[src/rtl/led_pattern_engine_if.sv]
// Control and status bundle for led_pattern_engine: speed/mode/pause in, pattern/tick/mode out.
// Signal names follow the block's external pin names.
interface led_pattern_engine_if #(
    parameter int unsigned N_LED = 8
) ();
    logic [1:0]       Select;
    logic [2:0]       MODE;
    logic             pause;
    logic [N_LED-1:0] LED;
    logic             tick;
    logic [2:0]       mode_o;

    modport master (output Select, MODE, pause, input LED, tick, mode_o);
    modport slave  (input Select, MODE, pause, output LED, tick, mode_o);
endinterface

[src/rtl/led_pattern_engine.sv]
// LED pattern generator: prescaled step tick drives one of eight selectable patterns.
// MODE is an asynchronous switch input; it is synchronised before any use.
module led_pattern_engine #(
    parameter int unsigned N_LED    = 8,
    parameter int unsigned BASE_DIV = 1000000
) (
    input  logic                clk,
    input  logic                reset,
    led_pattern_engine_if.slave bus
);
    localparam int unsigned CNT_W = $clog2(BASE_DIV) + 4;
    localparam int unsigned IDX_W = $clog2(N_LED);
    localparam int unsigned K_W   = $clog2(N_LED + 1);
    localparam int unsigned FW    = N_LED + 1;

    function automatic logic [N_LED-1:0] alt_init();
        logic [N_LED-1:0] v;
        v = '0;
        for (int i = 0; i < int'(N_LED); i += 2) v[i] = 1'b1;
        return v;
    endfunction

    localparam logic [N_LED-1:0] ALT_INIT = alt_init();

    logic [2:0]       r_mode_s1, r_mode_s2, r_mode;
    logic [1:0]       r_sel;
    logic [CNT_W-1:0] r_cnt;
    logic [N_LED-1:0] r_led;
    logic             r_tick;
    logic [IDX_W-1:0] r_idx;
    logic             r_dir;
    logic [K_W-1:0]   r_k;

    logic [2:0]       w_mode_nxt;
    logic [1:0]       w_sel_nxt;
    logic [CNT_W-1:0] w_cnt_nxt, w_term;
    logic [N_LED-1:0] w_led_nxt, w_init, w_fill;
    logic             w_tick_nxt, w_dir_nxt, w_dir_step;
    logic [IDX_W-1:0] w_idx_nxt, w_idx_step;
    logic [K_W-1:0]   w_k_nxt, w_k_step;

    assign w_term = (CNT_W'(BASE_DIV) << r_sel) - CNT_W'(1);

    // Starting pattern for the mode about to be loaded
    always_comb begin
        w_init = '0;
        case (r_mode_s2)
            3'd1:    w_init = N_LED'(1);
            3'd2:    w_init = {1'b1, {(N_LED-1){1'b0}}};
            3'd3:    w_init = N_LED'(1);
            3'd5:    w_init = '1;
            3'd6:    w_init = ALT_INIT;
            default: w_init = '0;
        endcase
    end

    // Ping-pong bounces at both ends so each endpoint is shown once per pass
    always_comb begin
        w_idx_step = r_idx;
        w_dir_step = r_dir;
        if (!r_dir) begin
            if (r_idx == IDX_W'(N_LED - 1)) begin
                w_dir_step = 1'b1;
                w_idx_step = IDX_W'(N_LED - 2);
            end else begin
                w_idx_step = r_idx + IDX_W'(1);
            end
        end else begin
            if (r_idx == '0) begin
                w_dir_step = 1'b0;
                w_idx_step = IDX_W'(1);
            end else begin
                w_idx_step = r_idx - IDX_W'(1);
            end
        end
    end

    assign w_k_step = (r_k == K_W'(N_LED)) ? '0 : r_k + K_W'(1);
    assign w_fill   = N_LED'((FW'(1) << w_k_step) - FW'(1));

    // Next state: mode load beats pause, pause beats Select restart and tick
    always_comb begin
        w_mode_nxt = r_mode;
        w_sel_nxt  = r_sel;
        w_cnt_nxt  = r_cnt;
        w_led_nxt  = r_led;
        w_tick_nxt = 1'b0;
        w_idx_nxt  = r_idx;
        w_dir_nxt  = r_dir;
        w_k_nxt    = r_k;
        if (r_mode_s2 != r_mode) begin
            w_mode_nxt = r_mode_s2;
            w_sel_nxt  = bus.Select;
            w_cnt_nxt  = '0;
            w_led_nxt  = w_init;
            w_idx_nxt  = '0;
            w_dir_nxt  = 1'b0;
            w_k_nxt    = '0;
        end else if (!bus.pause) begin
            w_sel_nxt = bus.Select;
            if (bus.Select != r_sel) begin
                w_cnt_nxt = '0;
            end else if (r_cnt == w_term) begin
                w_cnt_nxt  = '0;
                w_tick_nxt = 1'b1;
                case (r_mode)
                    3'd1: w_led_nxt = {r_led[N_LED-2:0], r_led[N_LED-1]};
                    3'd2: w_led_nxt = {r_led[0], r_led[N_LED-1:1]};
                    3'd3: begin
                        w_idx_nxt = w_idx_step;
                        w_dir_nxt = w_dir_step;
                        w_led_nxt = N_LED'(1) << w_idx_step;
                    end
                    3'd4: begin
                        w_k_nxt   = w_k_step;
                        w_led_nxt = w_fill;
                    end
                    3'd5, 3'd6: w_led_nxt = ~r_led;
                    3'd7: w_led_nxt = r_led + N_LED'(1);
                    default: w_led_nxt = '0;
                endcase
            end else begin
                w_cnt_nxt = r_cnt + CNT_W'(1);
            end
        end
    end

    always_ff @(posedge clk or negedge reset) begin
        if (!reset) begin
            r_mode_s1 <= '0;
            r_mode_s2 <= '0;
            r_mode    <= '0;
            r_sel     <= '0;
            r_cnt     <= '0;
            r_led     <= '0;
            r_tick    <= 1'b0;
            r_idx     <= '0;
            r_dir     <= 1'b0;
            r_k       <= '0;
        end else begin
            r_mode_s1 <= bus.MODE;
            r_mode_s2 <= r_mode_s1;
            r_mode    <= w_mode_nxt;
            r_sel     <= w_sel_nxt;
            r_cnt     <= w_cnt_nxt;
            r_led     <= w_led_nxt;
            r_tick    <= w_tick_nxt;
            r_idx     <= w_idx_nxt;
            r_dir     <= w_dir_nxt;
            r_k       <= w_k_nxt;
        end
    end

    assign bus.LED    = r_led;
    assign bus.tick   = r_tick;
    assign bus.mode_o = r_mode;
endmodule

[src/flat_wrapper.sv]
// flat-port wrapper written by rule: the top's interface ports become plain ports
module led_pattern_engine_flat 
#(
    parameter int unsigned N_LED    = 8,
    parameter int unsigned BASE_DIV = 1000000
)
  (clk, reset, bus_Select, bus_MODE, bus_pause, bus_LED, bus_tick, bus_mode_o);
  led_pattern_engine_if #(.N_LED(N_LED)) bus_i ();
  input  logic clk;
  input  logic reset;
  input wire logic [$bits(bus_i.Select)-1:0] bus_Select;
  input wire logic [$bits(bus_i.MODE)-1:0] bus_MODE;
  input wire logic [$bits(bus_i.pause)-1:0] bus_pause;
  output wire logic [$bits(bus_i.LED)-1:0] bus_LED;
  output wire logic [$bits(bus_i.tick)-1:0] bus_tick;
  output wire logic [$bits(bus_i.mode_o)-1:0] bus_mode_o;
  assign bus_i.Select = bus_Select;
  assign bus_i.MODE = bus_MODE;
  assign bus_i.pause = bus_pause;
  assign bus_LED = bus_i.LED;
  assign bus_tick = bus_i.tick;
  assign bus_mode_o = bus_i.mode_o;
  led_pattern_engine #(.N_LED(N_LED), .BASE_DIV(BASE_DIV)) u_core (.clk(clk), .reset(reset), .bus(bus_i));
endmodule
[config.mk]
export PLATFORM = sky130hd
export DESIGN_NAME = led_pattern_engine_flat
export DESIGN_NICKNAME = d
export VERILOG_FILES = /design/src/rtl/led_pattern_engine_if.sv /design/src/rtl/led_pattern_engine.sv /design/src/flat_wrapper.sv
export SDC_FILE = /design/constraint.sdc
export NUM_CORES = 1
export LEC_CHECK = 0
export CORE_ASPECT_RATIO = 1.4
export CORE_UTILIZATION = 40
export CTS_BUF_LIST = sky130_fd_sc_hd__clkbuf_16
export DETAILED_ROUTE_END_ITERATION = 12
export PLACE_DENSITY = 0.58
export SLEW_MARGIN = 20
export SYNTH_ARGS = -nofsm -noshare
export SYNTH_HDL_FRONTEND = slang
export SYNTH_SLANG_ARGS = --single-unit
[constraint.sdc]
create_clock -name clk -period 2.9 [get_ports clk]
set_input_delay 0.725 -clock clk [delete_from_list [all_inputs] [get_ports clk]]
set_output_delay 0.725 -clock clk [all_outputs]
set_load 0.02 [all_outputs]
### After elaboration in Yosys (flattened, before gate mapping)

Cells that the tools add are included.

* bits in registers: 52
* logic and storage cells: 87

* $add $sub $neg: 7
* equal/unequal tests: 19
* shifts and indexed selects: 3
* muxes and demuxes: 38
* bitwise logic cells: 1
* reduce and logical (&&, ||, !) cells: 9

Operators with widths (count)
* $mux W24: 4
* $pmux W8 S6: 1
* $mux W8: 4
* $pmux W8 S4: 1
* $add A24 B1 Y24 const B: 1
* $eq A24 B24 Y1: 1
* $mux W3: 8
* $mux W4: 6
* $shl A20 B2 Y24 const A: 1
* $sub A24 B1 Y24 const B: 1
* $eq A3 B3 Y1 const B: 7
* $eq A3 B2 Y1 const B: 4
* $mux W1: 12
* $add A8 B1 Y8 const B: 1
* $not A8 Y8: 1
* $reduce_and A4 Y1: 2
* $shl A1 B3 Y8 const A: 1
* $shl A1 B4 Y8 const A: 1
* $sub A8 B2 Y8 const B: 1
* $eq A3 B1 Y1 const B: 2
* $reduce_bool A2 Y1: 3
* $add A4 B1 Y4 const B: 1
* $eq A4 B4 Y1 const B: 1
* $mux W2: 2
* other kinds (8): 10

### Longest topological paths before layout

Gate-level depths: netlist (run 1).

* depth in word-level cells: 9
* mapped depth: 13
* depth with buffers taken out: 12

### Least setup slack after synthesis (run 1)

No wires, ideal clock.

* kind: register to register
* from: reg u_core.r_k[0]
* to: reg u_core.r_led[6], in the netlist u_core.bus.LED[6]
* setup time: 0.125 ns
* arrival time: 2.382 ns
* data required time: 2.775 ns
* setup slack: 0.393 ns
* cell stages (with the launch flop): 13
* clock period less this slack: 2.507 ns
* cell sequence: dfrtp_1 -> inv_1 -> ha_1 -> a21bo_2 -> mux2_2 -> nand2_1 -> ha_1 -> buf_1 -> nand3_1 -> o2111ai_1 -> o211a_1 -> o211ai_1 -> mux2_2

* word-level cells in the longest chain between the ends: 9
* elaborated cells on any way between the ends: 10

Ends and longest elaborated chain
* start: declaration: line led_pattern_engine.sv:32 `logic [K_W-1:0] r_k;`
* start signal: assignment: line led_pattern_engine.sv:150 `r_k <= w_k_nxt;`
* $add A4 B1 Y4 or $eq A4 B4 Y1 (tied branches): line led_pattern_engine.sv:78 `assign w_k_step = (r_k == K_W'(N_LED)) ? '0 : r_k + K_W'(1);`
* $mux W4 (*): line led_pattern_engine.sv:78
* $shl A1 B4 Y8 (*): line led_pattern_engine.sv:79 `assign w_fill = N_LED'((FW'(1) << w_k_step) - FW'(1));`
* $sub A8 B2 Y8 (*): line led_pattern_engine.sv:79
* $pmux W8 S6 (*): line led_pattern_engine.sv:106 `case (r_mode)`
* $mux W8 (*): line led_pattern_engine.sv:103 `end else if (r_cnt == w_term) begin`
* $mux W8 (*): line led_pattern_engine.sv:101 `if (bus.Select != r_sel) begin`
* $mux W8 (*): line led_pattern_engine.sv:99 `end else if (!bus.pause) begin`
* $mux W8 (*): line led_pattern_engine.sv:91 `if (r_mode_s2 != r_mode) begin`
* end signal: assignment: line led_pattern_engine.sv:146 `r_led <= w_led_nxt;`
* end: declaration: line led_pattern_engine.sv:28 `logic [N_LED-1:0] r_led;`

Every way passes the cells marked *; elsewhere a longest branch is shown, timed or not. The select of a mux whose other input is x is not followed.
A chain may end at the register's enable or synchronous reset.

### Worst setup path in the final report (run 1)

* from: reg u_core.r_k[0]
* to: reg u_core.r_led[4], in the netlist u_core.bus.LED[4]

Same word-level chain as after synthesis.

==> results of run 1 <==
## critical path: stages, from the launching register on
cell and delay (ns):
dfrtp_1 0.43, inv_1 0.13, ha_1 0.21, nand2_1 0.09, a21o_1 0.17, a21oi_1 0.32
nand2_1 0.10, ha_1 0.27, o2111ai_1 0.15, nor4bb_1 0.27, o221ai_1 0.17, mux2_2 0.29
## area by class of cell
| class | count | area (µm²) |
|---|---|---|
| Multi-Input combinational cell | 363 | 2451 |
| Fill cell | 950 | 5020 |
| Tap cell | 132 | 165.2 |
| Sequential cell | 52 | 1301 |
| Inverter | 19 | 71.32 |
| Clock inverter | 3 | 15.01 |
| Timing Repair Buffer | 41 | 362.8 |
| Clock buffer | 5 | 125.1 |
## through the flow
stage / cell area [µm²] / cells
CTS: 4492 / 615
global route: 4492 / 615
global placement: 4352 / 607
finish: 4492 / 615
floorplan: 3945 / 464
detailed placement: 4352 / 607
## flip-flops by register name, summed over array words and instances, names as in the netlist, 2 cells and up
name / cells
u_core.r_sel: 2
u_core.r_k: 4
u_core.r_idx: 3
u_core.r_mode_s2: 3
u_core.bus.mode_o: 3
u_core.r_mode_s1: 3
u_core.r_cnt: 24
u_core.bus.LED: 8
## Yosys cell counts, types with 4 or more instances
cell / instances / area, µm²
a21oi_1: 10 / 50.05
a221oi_1: 4 / 35.03
a22oi_1: 4 / 30.03
a31oi_1: 7 / 43.79
and3_1: 12 / 75.07
buf_2: 7 / 35.03
clkbuf_1: 20 / 75.07
dfrtp_1: 52 / 1301
ha_1: 18 / 225.2
inv_1: 19 / 71.32
mux2_2: 6 / 67.56
mux2i_1: 6 / 60.06
nand2_1: 48 / 180.2
nand2b_1: 13 / 81.33
nand3_1: 30 / 150.1
nand3b_1: 5 / 37.54
nand4_1: 8 / 50.05
nor2_1: 32 / 120.1
nor2b_1: 6 / 37.54
nor3_1: 10 / 50.05
o2111ai_1: 6 / 52.55
o211ai_1: 10 / 75.07
o21ai_0: 17 / 85.08
o221ai_1: 5 / 43.79
o22ai_1: 5 / 31.28
o31ai_1: 4 / 30.03
or3_1: 9 / 56.30
or4_1: 4 / 30.03
xnor2_1: 17 / 148.9
xor2_1: 17 / 148.9
## routing by layer
metal | vias up | track usage [%] | routed length, µm
met5 | - | 0 | 0
li1 | 1726 | - | -
met3 | 31 | 1.788 | 307
met4 | 0 | 9.792 | 376
met2 | 91 | 39.88 | 5615
met1 | 1739 | 25.04 | 4157
## report_power, final
group	switching (mW)	total (mW)	internal [mW]
Combinational	0.159	0.281	0.121
Sequential	0.0417	0.788	0.746
Clock	0.255	0.569	0.314
Total	0.456	1.64	1.18
## path summary, 6_finish.rpt
kind / startpoint / end / slack, ns / depth (start not counted)
min in group clk: u_core.r_mode_s1[1] / u_core.r_mode_s2[1] / 0.36 / 0
worst min register to register: u_core.r_mode_s1[1] / u_core.r_mode_s2[1] / 0.36 / 0
worst max register to register: u_core.r_k[0] / u_core.bus.LED[4] / 0.17 / 11
max in group asynchronous: reset / u_core.r_cnt[0] / 1.74 / 3
worst max-delay path: u_core.r_k[0] / u_core.bus.LED[4] / 0.17 / 11
worst min-delay path: reset / u_core.r_k[1] / 0.25 / 1
## logic make-up (layout without fill, tap and decap cells)
group                    after synthesis  after routing
buffers and inverters                 49             68
multiplexers                          12             12
AO/OA/AOI/OAI                        101            101
flip-flops                            52             52
XOR/XNOR                              34             34
adder cells (fa/ha/maj)               18             18
AND/OR/NAND/NOR                      198            198
==> impl_metrics.ini, run 1 <==
[run_status]
status = complete, no violations

[detailed_routing]
via_count = 3587
drc = 0
avgRoutedWirePerCell_um = 17.00
avgViaCountPerCell = 5.833
first_pass_iters = 4
ant_nets = 0
drt_iter0_drc = 166
routed_wl_mm = 10.46

[clock_tree]
numCtsBuffers = 5
clk_latency_ns = 0.29
path_clk_slew_ns = 0.07
cts-root-buf = clkbuf_16
post_cts_buffers = 0
cts_tree = built
hold_buffers = 0
ctsResizeCount = 0
clock-sinks = 52
htreeDepth = 2
clockBufferDepth = 2

[synthesis]
synth_top_family_by_area = simple AND/OR/NAND/NOR gates
syn_inst = 464
synthSimpleGateAreaFrac_pct = 26.83
synth_xor_area_share_pct = 7.548
synth-adder-area-share_pct = 5.709
synthMuxAreaShare_pct = 3.235
synth_cell_types = 62
synth_edf_count = 0
ys_ff_latch = 52
netlist_area_um2 = 3945
ys.flop_type = dfrtp_1
yosys_warnings = 0
synth_compound_area_share_pct = 18.81
avgSynthCellArea_um2 = 8.502
synth_nets = 490
postSynth.asyncResetShare_pct = 100.0
yosysSeqAreaShare_pct = 32.98

[placement]
place_hpwl_mm = 8.088
port_buffers = 19
place_congestion = 0.8960
dp_slack_ns = 0.03187

[power_and_ir_drop]
vdd_drop_max_mv = 0.2050
fin_total_pwr_mw = 1.638
p_per_area_nw_per_um2 = 364.7
leakage_nw = 1.786

[die]
ios = 20
die_h_um = 119.5
dieArea_um2 = 10270
core-area_um2 = 9512
die-width_um = 85.93
initial_core_util_pct = 41.48
num_rows = 42

[finish]
drive_gt1_share_pct = 9.524
layout_commonest_cell = dfrtp_1
final_util_pct = 47.22
num-nets-final = 508
antenna_cells = 0
mostFrequentLayoutCells = 52 x dfrtp_1, 48 x nand2_1, 32 x nor2_1, 30 x nand3_1, 21 x buf_4
syn2layout_area_growth_pct = 13.86

[global_route]
overflow = 0
grt_first_pass_wirelength_mm = 17.73
grt_antenna_before_repair = 0
gr-usage-all-layers_pct = 21.67
grt_start_max_net_pins = 35
grt_pass1_vias = 3570

[critical_path]
critPathRequiredTime_ns = 3.07
worstPathMaxFanout = 6
worstPathArrival_ns = 2.89
end_kind = register
start_kind = register
critical_path_class = reg -> reg

[min_path]
hold_class = in -> async

[sta]
hold_violations = 0
rsz0062_at_grt = false
maxSlewViolCount = 0
fin_skew_ns = 0.005113
setup_slack_ns = 0.1745
slew_headroom_pct = 56.20
fin_setup_tns_ns = 0
fin_crit_ns = 2.725
fin_crit_sh_pct = 93.98
finalSetupViolCount = 0
worst_slew_pin_slew_ns = 0.6405
max_freq_mhz = 366.9
finalHoldWorstSlack_ns = 0.2513

[run]
max_cap_violations = 0
Power figures use the tool's default switching activity.
==> inputs of run 2 (changes only) <==
Settings changed: ABC_CLOCK_PERIOD_IN_PS from default to 2900, CELL_PAD_IN_SITES_DETAIL_PLACEMENT from default to 0, CELL_PAD_IN_SITES_GLOBAL_PLACEMENT from default to 1, PLACE_DENSITY 0.58 to 0.72.
==> run 2 against run 1 <==
  * Via count up 0.56%
  * Power grew 5.7%
  * Cell count is the same
  * Fmax grew 4.1%
  * Combinational power hardly changed
  * Hold slack gained 0.099 ns
  * Critical endpoint is now u_core.r_k[0]
  * Clock power is 16% higher
  * Utilization rose by 0.25 points
==> impl_metrics.ini, run 2 (synthesis gave the netlist of run 1 again) <==
[global_route]
grt_first_pass_wirelength_mm = 18.59
overflow = 0
grt_antenna_before_repair = 0
grt_pass1_vias = 3611
gr-usage-all-layers_pct = 23.27
grt_start_max_net_pins = 25

[die]
core-area_um2 = 9512
dieArea_um2 = 10270
initial_core_util_pct = 41.48
die_h_um = 119.5
die-width_um = 85.93
ios = 20
num_rows = 42

[power_and_ir_drop]
p_per_area_nw_per_um2 = 383.4
fin_total_pwr_mw = 1.731
vdd_drop_max_mv = 0.2563
leakage_nw = 1.794

[critical_path]
reg2regPathDepth = 11
start_kind = input pin
end_kind = register
r2r_slack_ns = 0.29
critical_path_class = in -> reg
critPathRequiredTime_ns = 3.11
r2r_end = u_core.bus.LED[6]
worstPathArrival_ns = 2.83
worstPathMaxFanout = 5
rr_startpoint = u_core.r_k[1]

[clock_tree]
clock-sinks = 52
cts_tree = built
cts-root-buf = clkbuf_16
post_cts_buffers = 0
numCtsBuffers = 5
clockBufferDepth = 2
clk_latency_ns = 0.29
htreeDepth = 2
path_clk_slew_ns = 0.07

[run]
max_cap_violations = 0

[detailed_routing]
routed_wl_mm = 10.85
drt_iter0_drc = 231
wl_met2_mm = 5.743
wl_met1_mm = 4.215
via_count = 3607
ant_nets = 0
drc = 0
first_pass_iters = 4
avgViaCountPerCell = 5.865
route.met3.wl_um = 302
highest_layer = met4
avgRoutedWirePerCell_um = 17.64

[sta]
fin_setup_tns_ns = 0
fin_skew_ns = 0.006458
slew_headroom_pct = 52.12
maxSlewViolCount = 0
hold_violations = 0
fin_crit_ns = 2.619
rsz0062_at_grt = false
fin_crit_sh_pct = 90.32
finalSetupViolCount = 0
worst_slew_pin_slew_ns = 0.7000
max_freq_mhz = 381.8

[finish]
stdcell_count = 615
largest_reg_flops = 24
mostFrequentLayoutCells = 51 x dfrtp_1, 48 x nand2_1, 32 x nor2_1, 30 x nand3_1, 21 x buf_4
num-nets-final = 508
layout_commonest_cell = dfrtp_1
antenna_cells = 0
drive_gt1_share_pct = 9.731
final_util_pct = 47.47
top_register = u_core.r_cnt
fin_area_um2 = 4516
syn2layout_area_growth_pct = 14.46
fillCellCount = 939

[min_path]
min_path_cells = 0
hold_start = u_core.r_mode_s1[1]
hold_end = u_core.r_mode_s2[1]
hold_class = reg -> reg

[placement]
place_hpwl_mm = 8.357
place_congestion = 0.8526
dp_cells = 607
placed_area_um2 = 4352
port_buffers = 19

[run_status]
status = complete, no violations
-- run 2: worst max-delay path by stage --
stage,cells after the start,endpoint,slack [ns],start
after floorplan,12,u_core.bus.LED[6],0.39,u_core.r_k[0]
after global placement,9,u_core.r_k[1],-0.005,bus_Select[1]
after detailed placement,9,u_core.r_k[0],-0.04,bus_Select[1]
after CTS,11,u_core.bus.LED[6],0.19,u_core.r_k[0]
after global routing,10,u_core.r_k[0],0.02,u_core.r_sel[1]
final,9,u_core.r_k[0],0.28,bus_Select[1]
-- run 2: per-stage QoR --
step	hold slack [ns]	worst slack (ns)
final	0.3503	0.2806
after CTS	0.3505	0.1880
after global routing	0.3632	0.02292
after global placement	0.3332	-0.004717
after floorplan	0.3312	0.3928
after detailed placement	0.3347	-0.03916
-- run 2: repair_timing --
| item | in CTS | in global routing |
|---|---|---|
| hold buffers | 0 | 0 |
| gates resized for setup | 0 | 1 |
| setup endpoints to repair | 0 | 1 |
-- run 2: critical path, stage by stage --
cell and delay, ns:
clkdlybuf4s50_1 0.42, or4_1 0.40, a22oi_1 0.18, o2111a_1 0.25, o211ai_1 0.23, buf_4 0.23, nor2_1 0.08, buf_4 0.14
mux2i_1 0.18
-- run 2: final cells by class --
type	count	area, µm²	share of cell area, %
clock inverter	3	37.54	0.8313
multi-input combinational	363	2451	54.28
clock buffer	5	125.1	2.771
sequential	52	1303	28.84
timing repair buffer	41	362.8	8.035
inverter	19	71.32	1.579
tap	132	165.2	3.658
-- run 2: layer usage --
metal,global-route usage (%),up-vias
met4,14.37,0
li1,-,1730
met2,40.18,86
met1,27.27,1756
met3,2.476,35
met5,0,-
-- run 2: report_power, final --
part / internal [mW] / switching (mW) / total (mW)
logic: 0.121 / 0.160 / 0.281
registers: 0.746 / 0.0427 / 0.789
clock network: 0.402 / 0.259 / 0.661
